<file path="src/rtl/coin_credit_fsm.sv">
// -----------------------------------------------------------------------------
// coin_credit_fsm
//   Vending-path controller sitting after the coin-value decoder. Accumulates
//   credit from accepted coins, issues a one-cycle dispense pulse (with change)
//   once credit reaches PRICE, and handles cancel/refund of collected credit.
//
// Ports:
//   i_clk           system clock, all state updates on the rising edge
//   i_rst_n         synchronous active-low reset
//   i_coin_val      coin value from the decoder (0..63 legal)
//   i_coin_valid    coin present this cycle
//   o_coin_ready    coin accepted when i_coin_valid && o_coin_ready
//   i_cancel        level request to refund current credit
//   o_credit        current accumulated credit (registered)
//   o_dispense      one-cycle vend pulse
//   o_change        change/refund amount, valid with o_change_valid, else 0
//   o_change_valid  one-cycle pulse: return o_change
//   o_busy          high while dispensing or refunding
// -----------------------------------------------------------------------------
module coin_credit_fsm #(
    parameter int PRICE = 20,
    parameter int WIDTH = 6
) (
    input  logic             i_clk,
    input  logic             i_rst_n,
    input  logic [WIDTH-1:0] i_coin_val,
    input  logic             i_coin_valid,
    output logic             o_coin_ready,
    input  logic             i_cancel,
    output logic [WIDTH-1:0] o_credit,
    output logic             o_dispense,
    output logic [WIDTH-1:0] o_change,
    output logic             o_change_valid,
    output logic             o_busy
);

    typedef enum logic [1:0] {
        S_IDLE     = 2'd0,
        S_COLLECT  = 2'd1,
        S_DISPENSE = 2'd2,
        S_REFUND   = 2'd3
    } state_t;

    localparam logic [WIDTH:0] PRICE_W = (WIDTH+1)'(PRICE);

    state_t           r_state;
    logic [WIDTH-1:0] r_credit;
    logic [WIDTH-1:0] r_change;
    logic             r_dispense;
    logic             r_change_valid;
    logic             r_busy;

    logic             w_ready;
    logic [WIDTH:0]   w_sum;
    logic [WIDTH:0]   w_over;

    // Readiness is decoded from state only; held low while reset is asserted.
    assign w_ready      = (r_state == S_IDLE) || (r_state == S_COLLECT);
    assign o_coin_ready = w_ready & i_rst_n;

    // Sum is one bit wider than credit so the PRICE compare never wraps.
    assign w_sum  = {1'b0, r_credit} + {1'b0, i_coin_val};
    assign w_over = w_sum - PRICE_W;

    assign o_credit       = r_credit;
    assign o_dispense     = r_dispense;
    assign o_change       = r_change;
    assign o_change_valid = r_change_valid;
    assign o_busy         = r_busy;

    // Credit FSM with registered vend/change/busy outputs.
    always_ff @(posedge i_clk) begin
        if (!i_rst_n) begin
            r_state        <= S_IDLE;
            r_credit       <= {WIDTH{1'b0}};
            r_change       <= {WIDTH{1'b0}};
            r_dispense     <= 1'b0;
            r_change_valid <= 1'b0;
            r_busy         <= 1'b0;
        end else begin
            case (r_state)
                S_IDLE, S_COLLECT: begin
                    if (i_coin_valid) begin
                        if (w_sum >= PRICE_W) begin
                            // Enough credit: vend; a simultaneous cancel is ignored.
                            r_state        <= S_DISPENSE;
                            r_credit       <= w_sum[WIDTH-1:0];
                            r_change       <= w_over[WIDTH-1:0];
                            r_dispense     <= 1'b1;
                            r_change_valid <= (w_sum > PRICE_W);
                            r_busy         <= 1'b1;
                        end else if (w_sum != {(WIDTH+1){1'b0}}) begin
                            r_credit   <= w_sum[WIDTH-1:0];
                            r_dispense <= 1'b0;
                            if (i_cancel) begin
                                // Coin is counted first, then the whole sum is refunded.
                                r_state        <= S_REFUND;
                                r_change       <= w_sum[WIDTH-1:0];
                                r_change_valid <= 1'b1;
                                r_busy         <= 1'b1;
                            end else begin
                                r_state        <= S_COLLECT;
                                r_change       <= {WIDTH{1'b0}};
                                r_change_valid <= 1'b0;
                                r_busy         <= 1'b0;
                            end
                        end else begin
                            // Zero-value coin with no credit: nothing to do.
                            r_state        <= S_IDLE;
                            r_change       <= {WIDTH{1'b0}};
                            r_dispense     <= 1'b0;
                            r_change_valid <= 1'b0;
                            r_busy         <= 1'b0;
                        end
                    end else if (i_cancel && (r_state == S_COLLECT)) begin
                        r_state        <= S_REFUND;
                        r_change       <= r_credit;
                        r_dispense     <= 1'b0;
                        r_change_valid <= 1'b1;
                        r_busy         <= 1'b1;
                    end else begin
                        r_change       <= {WIDTH{1'b0}};
                        r_dispense     <= 1'b0;
                        r_change_valid <= 1'b0;
                        r_busy         <= 1'b0;
                    end
                end
                S_DISPENSE, S_REFUND: begin
                    // Single-cycle pulse states; coins offered here are dropped.
                    r_state        <= S_IDLE;
                    r_credit       <= {WIDTH{1'b0}};
                    r_change       <= {WIDTH{1'b0}};
                    r_dispense     <= 1'b0;
                    r_change_valid <= 1'b0;
                    r_busy         <= 1'b0;
                end
                default: begin
                    r_state        <= S_IDLE;
                    r_credit       <= {WIDTH{1'b0}};
                    r_change       <= {WIDTH{1'b0}};
                    r_dispense     <= 1'b0;
                    r_change_valid <= 1'b0;
                    r_busy         <= 1'b0;
                end
            endcase
        end
    end

endmodule
</file>
<file path="config.mk">
export PLATFORM = sky130hd
export DESIGN_NAME = coin_credit_fsm
export DESIGN_NICKNAME = d
export VERILOG_FILES = /design/src/rtl/coin_credit_fsm.sv
export SDC_FILE = /design/constraint.sdc
export NUM_CORES = 1
export LEC_CHECK = 0
export ABC_CLOCK_PERIOD_IN_PS = 2900
export BUFFER_PORTS_ARGS = -buffer_cell sky130_fd_sc_hd__buf_2
export CORE_ASPECT_RATIO = 0.8
export CORE_MARGIN = 3
export CORE_UTILIZATION = 45
export DETAILED_ROUTE_END_ITERATION = 10
export PLACE_DENSITY_LB_ADDON = 0.2
export SLEW_MARGIN = 10
export SYNTH_ARGS = -nofsm -noshare
export SYNTH_HDL_FRONTEND = slang
export SYNTH_SLANG_ARGS = --single-unit
</file>
<file path="constraint.sdc">
create_clock -name i_clk -period 2.9 [get_ports i_clk]
set_input_delay 0.29 -clock i_clk [delete_from_list [all_inputs] [get_ports i_clk]]
set_output_delay 0.29 -clock i_clk [all_outputs]
set_load 0.05 [all_outputs]
</file>
==> parameters.txt, run 1 <==
Parameter                              Value

Outcome
  Result of the run    finished clean

STA
  Post-route fraction of the period consumed by the critical path    96.21%
  Clock skew after layout    2.727 ps
  Highest achievable clock rate    358.4 MHz
  Summed negative setup slack over all endpoints    0 ps
  Min Clock Period, post-route    2790 ps
  Max-slew violations    0
  Transition time at the pin with the least slew margin    between 900 and 1000 ps
  Endpoints failing setup    0
  Hold violation total from the final report    0
  Slew margin rel.    a little under two fifths

CTS
  Worst-Skew Late Latency    around 280 ps
  Number of CTS-inserted buffers    3
  Number of levels in the clock H-tree    1
  CTS Sinks    17
  Hold bufs inserted after CTS    0
  Clock slew seen by the registers of the worst setup and hold paths    90 ps
  Buffer cell driving the clock tree root    sky130_fd_sc_hd__clkbuf_4
  TritonCTS clock tree    built
  Maximum clock insertion buffer count    2

Die
  Core region area    2271 sq um
  Initial cell density of the core    50.19%
  Site Rows    15
  Die Height    51.02 um
  Num ports    26
  Area of the die    3177 sq um
  Die Wd    a little over 60 um

Synthesis
  Most frequently used cell type in the post-synthesis netlist    sky130_fd_sc_hd__dfxtp_1
  Seq/Total Area, Yosys    about 30%
  Proportion of netlist area held by the largest area contributor    between 20% and 30%
  Library cells used by synthesis    44
  Commonest register cell after synthesis    sky130_fd_sc_hd__dfxtp_1
  Number of nets in the synthesized netlist    between 100 and 150
  Synthesis warning total    0
  Largest cells by area after synthesis    sky130_fd_sc_hd__dfxtp_1, sky130_fd_sc_hd__ha_1, sky130_fd_sc_hd__mux2i_1
  Number of enable-type register cells in the synthesized netlist    0
  Post-Synthesis Mean Instance Area    9.660 sq um
  Post-synthesis sequential element count    17
  Share of synthesized registers carrying an async set or reset    0%
  Most numerous cell types in the synthesized netlist    sky130_fd_sc_hd__dfxtp_1, sky130_fd_sc_hd__nor2_1, sky130_fd_sc_hd__ha_1
  Top cell type by total area after synthesis    sky130_fd_sc_hd__dfxtp_1
  Synthesized netlist cell count    118
  Post-synthesis instance area    roughly 1100 sq um

Pwr
  Power Internal    0.0004793 W
  Combinational Power Share    a little over half
  Reported net switching power    0.0003676 W
  Switch share    43.40%
  Leakage dissipation    between 0.6 and 0.7 nW
  Worst vdd rail ir drop    about 0.39 mV
  Final total power    0.0008469 W
  Power density over the cells    603.8 nW/um^2
  Seq pwr share    32.6%
  Part of the power in the clock network    14.2%

Min path
  Endpoint of the worst hold-timing path    o_change[4]$_SDFF_PP0_
  Hold/Removal Path Class    in2reg
  Cell depth of the worst min-delay path    4
  Startpoint of the worst hold path    i_cancel

Placement
  DPL Wire Length    2216 um
  Number of port buffers    25
  Last weighted congestion value of the routability-driven placer    approximately 0.85
  Post-Place Cells    179
  Instance area at placement    1346 sq um

Critical path
  Depth of the worst register-to-register path    11
  Type of destination of the critical path    register
  Reg2Reg Capture Point    o_change_valid$_SDFF_PP0_
  Worst setup path class    reg2reg
  Critical Path Fanout Max    6
  Required time at the endpoint of the critical path    3090 ps
  Setup slack of the worst register-to-register path    110 ps
  Launch instance of the worst register-to-register path    o_credit[2]$_SDFFE_PN0P_
  CP Buf/Inv Count    0
  Stage delay of the slowest cell on the critical path    450 ps
  Element type at the critical path start    register
  Cell with the largest stage delay on the worst path    sky130_fd_sc_hd__or4b_1
  Cell seen most often among critical-path stages    sky130_fd_sc_hd__ha_2
  Arrival time reported for the critical path endpoint    2980 ps
  Cell-by-cell trace of the critical path    ha_2 > nand3_1 > nand2_1 > xnor2_2 > ha_2 > or4b_1 > a211o_1 > nand3_2 > a21boi_2 > o21bai_1 > a31o_1
  Family of cells with the greatest summed delay on the critical path    simple AND/OR/NAND/NOR gates

Drt
  DR WL/cell    15.39 um
  Post-route DRC violation count    0
  Initial detailed-routing violation count    33
  Final WL    2832 um
  Detailed-route via count    1051
  First-pass detailed-route iteration total    4
  Final antenna-violating net count    0
  Vias per Instance    5.712

Run
  Number of max-capacitance violations reported    0

Finish
  Design area    1403 sq um
  Antenna diode count    0
  Final Net Count    171
  Fraction of layout instances using a drive strength above 1    36.67%
  Fin util    a little over 60%
  P&R area growth vs syn    23.05%
  Final-layout fill cell count    roughly 200
  Layout Cells excl Fill    184

GRT
  Total global-route track usage    18.33%
  Antenna violations before repair    0
  Via count of the first global-routing pass    1007
  Pin count of the biggest net entering global routing    11
  Global-route wire length before repair    approximately 4600 um
  Total global routing overflow    0
==> routing by layer <==
layer	vias up	global-route usage (%)	wire [um]
li1	502	-	-
met1	499	22.16	1217
met2	44	31.79	1348
met3	6	5.055	223
met4	0	6.227	43
met5	-	0	0
==> logic make-up after synthesis <==
kind of cell | synth area share (%)
flip-flops | 29.86
multiplexers | 4.501
buffers and inverters | 3.402
AND/OR/NAND/NOR | 17.01
XOR/XNOR | 6.148
AO/OA/AOI/OAI | 27.44
adder cells (fa/ha/maj) | 11.64
==> worst max path at each step <==
stage / start / end / slack [ps] / depth (start not counted)
after CTS: o_credit[2]$_SDFFE_PN0P_ / o_change_valid$_SDFF_PP0_ / 20 / 11
final: o_credit[2]$_SDFFE_PN0P_ / o_change_valid$_SDFF_PP0_ / 110 / 11
after global placement: i_coin_val[2] / o_change_valid$_SDFF_PP0_ / 100 / 12
after floorplan: o_credit[2]$_SDFFE_PN0P_ / o_change_valid$_SDFF_PP0_ / 50 / 12
after global routing: o_credit[2]$_SDFFE_PN0P_ / o_change_valid$_SDFF_PP0_ / -2 / 11
after detailed placement: i_coin_val[2] / o_change_valid$_SDFF_PP0_ / -70 / 12
==> registers in the layout, indices dropped and copies added, names as in the netlist <==
signal,flops
o_credit,6
o_dispense,1
o_change,6
o_busy,1
r_state,2
o_change_valid,1
==> worst register-to-register path: cells and delay by family (launching register included) <==
family / cells / cell delay (ps)
AOI/OAI and AO/OA: 4 / 740
xor gates and xnor gates: 1 / 140
adders and majority gates: 2 / 620
DFF: 1 / 370
and+or+nand+nor: 4 / 830
==> power groups by stage <==
stage          Sequential [W]  Combinational [W]  Clock [W]
2_1_floorplan        0.000362           0.000254          0
5_1_grt              0.000280           0.000483   0.000133
4_1_cts              0.000276           0.000440   0.000124
3_3_place_gp         0.000280           0.000428          0
6_report             0.000276           0.000451   0.000120
3_5_place_dp         0.000281           0.000437          0
==> stage by stage <==
| stage | hold WS, ps | worst slack, ps |
|---|---|---|
| 6_report | 394.2 | 110.0 |
| 5_1_grt | 384.4 | -2.175 |
| 4_1_cts | 385.7 | 23.77 |
| 3_5_place_dp | 481.7 | -68.83 |
| 3_3_place_gp | 470.3 | 95.49 |
| 2_1_floorplan | 456.0 | 47.10 |
==> what timing repair did <==
item / in CTS / in global routing
buffers inserted: 0 / 1
resized for setup: 1 / 5
pin swaps: 0 / 2
hold endpoints to repair: 0 / 0
endpoints found under the setup margin: 1 / 7
==> cell usage in the layout, fill, tap and decap left out, drive strengths merged, types with 4 or more instances in the layout <==
master and instances:
inv 4, ha 9, nand2 8, o21ai 7, clkbuf 4, buf 32
a21oi 9, nor2 10, mux2i 4, dfxtp 17
==> layout make-up <==
cell class	instances	area (sq um)	area share (%)
multi-input combinational	93	793.3	56.56
timing repair buffer	32	177.7	12.67
clock buffer	4	26.28	1.873
inverter	4	15.01	1.070
tap	34	42.54	3.033
sequential	17	347.8	24.80
(Power assumes the default switching activity.)
==> inputs of run 2 (changes only) <==
ABC_AREA = 1   (was unset)
==> run 2 against run 1 <==
Compared with the run above:
- clock skew about the same
- combinational power down 18%
- synthesized area up 0.11%
- largest power group unchanged
- count of clock-buffer cells in the layout down 1
- global-route usage up 0.47 points
- largest cell class unchanged
- worst setup slack better by 230 ps
- flip-flop and latch count unchanged
- cell count up 19%
- die area about the same
- worst hold slack worse by 75 ps
==> parameters.txt, run 2 <==
Parameter                              Value

GRT
  Pin count of the biggest net entering global routing    11
  Grt peak-use layer    met2
  Via count of the first global-routing pass    1083
  Total global-route track usage    a little under a fifth
  Met1 Track Usage GR    between 20% and 30%
  Met3 Usage GRT    approximately 4.6%
  Total global routing overflow    0
  Antenna violations before repair    0
  Global-route wire length before repair    4761 um
  Met2 global-route usage    30.89%

Drt
  Post-route DRC violation count    0
  DR WL/cell    between 10 and 15 um
  Detailed-route via count    1115
  Final WL    between 2000 and 3000 um
  First-pass detailed-route iteration total    4
  Vias per Instance    around 5.1
  Initial detailed-routing violation count    58
  Final antenna-violating net count    0

STA
  Post-route fraction of the period consumed by the critical path    88.18%
  Max-slew violations    0
  RSZ-0062 raised after global routing    no
  Highest achievable clock rate    391.0 MHz
  Summed negative setup slack over all endpoints    0 ps
  Hold violation total from the final report    0
  Transition time at the pin with the least slew margin    566.9 ps
  Slew margin rel.    62.06%
  Min Clock Period, post-route    2557 ps
  Endpoints failing setup    0
  Clock skew after layout    between 2 and 2.5 ps

Synthesis
  Proportion of netlist area held by the largest area contributor    29.82%
  Post-Synthesis Mean Instance Area    7.315 sq um
  Post-synthesis sequential element count    17
  Number of enable-type register cells in the synthesized netlist    0
  Share of synthesized registers carrying an async set or reset    0%
  Top cell type by total area after synthesis    sky130_fd_sc_hd__dfxtp_1
  Library cells used by synthesis    25
  Most frequently used cell type in the post-synthesis netlist    sky130_fd_sc_hd__nand2_1
  Post-synthesis instance area    1141 sq um
  Most numerous cell types in the synthesized netlist    sky130_fd_sc_hd__nand2_1, sky130_fd_sc_hd__nand3_1, sky130_fd_sc_hd__dfxtp_1
  Seq/Total Area, Yosys    29.82%
  Number of nets in the synthesized netlist    176
  Commonest register cell after synthesis    sky130_fd_sc_hd__dfxtp_1
  Largest cells by area after synthesis    sky130_fd_sc_hd__dfxtp_1, sky130_fd_sc_hd__nand2_1, sky130_fd_sc_hd__ha_1
  Synthesized netlist cell count    156
  Synthesis warning total    0

Min path
  Hold/Removal Path Class    in2reg

CTS
  Number of CTS-inserted buffers    3
  Worst-Skew Late Latency    290 ps
  Maximum clock insertion buffer count    2
  Buffer cell driving the clock tree root    sky130_fd_sc_hd__clkbuf_4
  Clock slew seen by the registers of the worst setup and hold paths    100 ps
  TritonCTS clock tree    built
  Post-CTS setup buffer count    0
  CTS Sinks    17
  Quantity of gates resized following cts    0
  Number of levels in the clock H-tree    1
  Hold bufs inserted after CTS    0

Finish
  Final Net Count    206
  P&R area growth vs syn    17.11%
  Fraction of layout instances using a drive strength above 1    27.57%
  Register Area    340.3 sq um
  Antenna diode count    0
  Most common cell after layout, fill and taps aside    sky130_fd_sc_hd__nand2_1
  Final-layout fill cell count    about 220
  Layout Cells excl Fill    219
  Multi-input logic area    733.2 sq um
  Highest-count cells in the layout ignoring fill and taps    sky130_fd_sc_hd__nand2_1, sky130_fd_sc_hd__buf_2, sky130_fd_sc_hd__nand3_1, sky130_fd_sc_hd__dfxtp_1, sky130_fd_sc_hd__inv_1

Placement
  Post-Place Cells    215
  Last weighted congestion value of the routability-driven placer    0.8700
  Number of port buffers    25
  DPL Wire Length    2221 um

Critical path
  Critical Path Fanout Max    8
  Type of destination of the critical path    register
  Element type at the critical path start    register
  Required time at the endpoint of the critical path    3130 ps
  Setup slack of the worst register-to-register path    340 ps
  Worst setup path class    reg2reg
  Arrival time reported for the critical path endpoint    2790 ps

Run
  Number of max-capacitance violations reported    0

Pwr
  Seq pwr share    a little over a third
  Switch share    ~46%
  Leakage dissipation    0.6751 nW
  Power Internal    0.0004186 W
  Power density over the cells    579.8 nW/um^2
  Reported net switching power    around 0.00036 W
  Part of the power in the clock network    between 10% and 20%
  Combinational Power Share    47.8%
  Worst vdd rail ir drop    ~0.32 mV

Outcome
  Result of the run    finished clean

Die
  Die Height    51.04 um
  Initial cell density of the core    about half
  Area of the die    between 3000 and 4000 sq um
  Core region area    2271 sq um
  Num ports    26
  Die Wd    between 60 and 70 um
  Site Rows    15
-- run 2: changes by cell type after synthesis, sizes merged, moves of 3 or more --
cell	change
nor2	+5
a22oi	-3
inv	+14
nand2	+36
mux2i	-4
a21o	-3
a211o	-3
or2	-3
nand3	+21
a21oi	+6
-- run 2: path summary, 6_finish.rpt --
| check | startpoint | end | cells after the start |
|---|---|---|---|
| max reg2reg | o_credit[0]$_SDFFE_PN0P_ | o_credit[0]$_SDFFE_PN0P_ | 10 |
| min reg2reg | o_credit[0]$_SDFFE_PN0P_ | o_change[0]$_SDFF_PP0_ | 2 |
| min | i_cancel | o_change[5]$_SDFF_PP0_ | 3 |
| max | o_credit[0]$_SDFFE_PN0P_ | o_credit[0]$_SDFFE_PN0P_ | 10 |
-- run 2: per-stage QoR --
stage / util [%] / setup slack, ps / power [W] / hold slack, ps / cell area (sq um)
floorplan: - / 401.7 / 0.0005720 / 421.3 / 1141
global placement: 57.63 / 376.2 / 0.0006421 / 477.4 / 1309
detailed placement: 57.63 / 325.2 / 0.0006505 / 488.5 / 1309
CTS: 58.84 / 357.0 / 0.0007736 / 317.0 / 1336
global route: 58.84 / 137.1 / 0.0008273 / 336.6 / 1336
finish: 58.84 / 342.6 / 0.0007748 / 319.3 / 1336
-- run 2: logic make-up after synthesis --
kind of cell / Yosys count / synth area share (%)
fa+ha+maj: 10 / 11.62
xor+xnor: 3 / 2.303
compound gates: 23 / 12.17
buf+inv: 18 / 5.922
flops: 17 / 29.82
simple gates: 85 / 38.16
-- run 2: layer usage --
| metal | vias up | wire (um) |
|---|---|---|
| met5 | - | 0 |
| met4 | 0 | 40 |
| met3 | 6 | 191 |
| met2 | 44 | 1219 |
| met1 | 491 | 1269 |
| li1 | 574 | - |
-- run 2: power groups by stage --
stage	registers, W	logic [W]	clock network, W
6_report	0.000275	0.000370	0.000129
2_1_floorplan	0.000358	0.000214	0
5_1_grt	0.000279	0.000407	0.000142
4_1_cts	0.000276	0.000370	0.000127
3_5_place_dp	0.000281	0.000369	0
3_3_place_gp	0.000280	0.000362	0
-- run 2: critical path, cell delays in order (launching register included) --
cell                      delay, ps
sky130_fd_sc_hd__dfxtp_1        350
sky130_fd_sc_hd__ha_1           230
sky130_fd_sc_hd__fa_1           440
sky130_fd_sc_hd__xnor2_1        380
sky130_fd_sc_hd__ha_1           210
sky130_fd_sc_hd__nand3_1         90
sky130_fd_sc_hd__a21oi_2        150
sky130_fd_sc_hd__nand3_4        160
sky130_fd_sc_hd__a21oi_4        280
sky130_fd_sc_hd__nand2_1         90
sky130_fd_sc_hd__a21oi_1        120
-- run 2: final cells by class --
cell class,instances,area share (%)
tap,34,3.184
multi-input combinational,121,54.87
clock buffer,3,1.685
clock inverter,1,0.3745
inverter,18,5.056
timing repair buffer,25,9.363
sequential,17,25.47
==> inputs of run 3 (changes only) <==
RECOVER_POWER = 25   (was unset)
==> run 3 against run 2 <==
Compared with the run above:
- sequential power about the same
- critical path type unchanged
- non-clock buffer count unchanged
- final area shrank 0.75%
- count of clock-buffer cells in the layout unchanged
- worst setup slack hardly changed
==> parameters.txt, run 3 (synthesis gave the netlist of run 2 again) <==
Parameter                              Value

CTS
  Worst-Skew Late Latency    290 ps
  CTS Sinks    17
  Maximum clock insertion buffer count    2
  TritonCTS clock tree    built
  Quantity of gates resized following cts    0
  Buffer cell driving the clock tree root    sky130_fd_sc_hd__clkbuf_4
  Hold bufs inserted after CTS    0
  Post-CTS setup buffer count    0
  Clock slew seen by the registers of the worst setup and hold paths    around 100 ps
  Number of CTS-inserted buffers    3
  Number of levels in the clock H-tree    1

Placement
  Number of port buffers    25
  Last weighted congestion value of the routability-driven placer    0.8700
  DPL Wire Length    2221 um

Min path
  Startpoint of the worst hold path    i_cancel
  Endpoint of the worst hold-timing path    o_change[5]$_SDFF_PP0_
  Hold/Removal Path Class    in2reg
  Cell depth of the worst min-delay path    3

STA
  RSZ-0062 raised after global routing    no
  Clock skew after layout    around 2.3 ps
  Endpoints failing setup    0
  Slew margin rel.    60.34%
  Transition time at the pin with the least slew margin    597.5 ps
  Post-route fraction of the period consumed by the critical path    between 80 and 90%
  Min Clock Period, post-route    2558 ps
  Summed negative setup slack over all endpoints    0 ps
  Highest achievable clock rate    between 300 and 400 MHz
  Hold violation total from the final report    0
  Max-slew violations    0

Critical path
  Setup slack of the worst register-to-register path    340 ps
  Type of destination of the critical path    register
  Launch instance of the worst register-to-register path    o_credit[0]$_SDFFE_PN0P_
  Worst setup path class    reg2reg
  Reg2Reg Capture Point    o_credit[0]$_SDFFE_PN0P_
  Critical Path Fanout Max    8
  Required time at the endpoint of the critical path    around 3100 ps
  Depth of the worst register-to-register path    10
  Arrival time reported for the critical path endpoint    2790 ps
  Element type at the critical path start    register

Pwr
  Leakage dissipation    0.6430 nW
  Worst vdd rail ir drop    0.3159 mV
  Final total power    roughly 0.00077 W
  Power density over the cells    581.8 nW/um^2

Drt
  Detailed-route via count    1105
  Post-route DRC violation count    0
  Final antenna-violating net count    0
  Vias per Instance    around 5
  First-pass detailed-route iteration total    4
  Final WL    ~2700 um
  DR WL/cell    roughly 12 um
  Initial detailed-routing violation count    58

GRT
  Total global routing overflow    0
  Global-route wire length before repair    4761 um
  Met3 Usage GRT    ~4.6%
  Pin count of the biggest net entering global routing    11
  Met1 Track Usage GR    between 20 and 25%
  Grt peak-use layer    met2
  Met2 global-route usage    30.89%
  Antenna violations before repair    0
  Via count of the first global-routing pass    roughly 1100
  Total global-route track usage    a little under a fifth

Finish
  Fraction of layout instances using a drive strength above 1    23.24%
  Most common cell after layout, fill and taps aside    sky130_fd_sc_hd__nand2_1
  Fin util    58.40%
  Highest-count cells in the layout ignoring fill and taps    sky130_fd_sc_hd__nand2_1, sky130_fd_sc_hd__nand3_1, sky130_fd_sc_hd__buf_2, sky130_fd_sc_hd__dfxtp_1, sky130_fd_sc_hd__inv_1
  Antenna diode count    0
  Final-layout fill cell count    218
  Final Net Count    about 200
  P&R area growth vs syn    16.23%

Die
  Num ports    26
  Site Rows    15
  Core region area    2271 sq um
  Die Height    51.04 um
  Initial cell density of the core    50.25%
  Area of the die    around 3200 sq um
  Die Wd    slightly above 60 um

Run
  Number of max-capacitance violations reported    0

Outcome
  Result of the run    finished clean
## run 3: changes by cell type in the layout (fill, tap and decap cells not counted), sizes merged
cell / change
clkbuf: +8
buf: -8
## run 3: metal layers
layer  up-vias  part of all wire [%]  wire, um
met1       483                    46      1257
met5         -                     0         0
met4         0                   1.5        40
met2        43                    45      1216
li1        573                     -         -
met3         6                   7.8       214
## run 3: worst max-delay path, stage by stage (launching register included)
cell	delay, ps
sky130_fd_sc_hd__dfxtp_1	350
sky130_fd_sc_hd__ha_1	230
sky130_fd_sc_hd__fa_1	440
sky130_fd_sc_hd__xnor2_1	380
sky130_fd_sc_hd__ha_1	210
sky130_fd_sc_hd__nand3_1	90
sky130_fd_sc_hd__a21oi_2	160
sky130_fd_sc_hd__nand3_4	160
sky130_fd_sc_hd__a21oi_4	280
sky130_fd_sc_hd__nand2_1	90
sky130_fd_sc_hd__a21oi_1	120
## run 3: metrics by stage
step	hold slack [ps]	setup WS [ps]	cells	area, sq um
final	320.1	342.2	219	1326
after global routing	336.6	137.1	219	1326
after global placement	477.4	376.2	215	1309
after floorplan	421.3	401.7	156	1141
after detailed placement	488.5	325.2	215	1309
after CTS	317.0	357.0	219	1336
## run 3: how the worst max path moves through the flow
stage	end	from	slack (ps)	cells after the start
detailed placement	o_credit[0]$_SDFFE_PN0P_	i_coin_val[0]	330	11
global placement	o_credit[0]$_SDFFE_PN0P_	i_coin_val[0]	380	11
CTS	o_credit[0]$_SDFFE_PN0P_	o_credit[0]$_SDFFE_PN0P_	360	10
finish	o_credit[0]$_SDFFE_PN0P_	o_credit[0]$_SDFFE_PN0P_	340	10
global route	o_credit[0]$_SDFFE_PN0P_	o_credit[0]$_SDFFE_PN0P_	140	10
floorplan	o_change[4]$_SDFF_PP0_	o_credit[0]$_SDFFE_PN0P_	400	13
## run 3: power breakdown
group	switching (W)	leakage, nW	total (W)	internal (W)
combinational	0.000262	0.486	0.000367	0.000105
sequential	0.0000171	0.139	0.000276	0.000259
clock	0.0000779	0.0177	0.000129	0.0000513
## run 3: cell type report
class                   instances  area [sq um]  share of cell area, %
well taps                      34         42.54                  3.208
clock inverters                 1         5.005                 0.3774
repair buffers                 25         115.1                  8.679
clock buffers                   3         22.52                  1.698
inverters                      18         67.56                  5.094
flip-flops and latches         17         340.3                  25.66
multi-input cells             121         733.2                  55.28
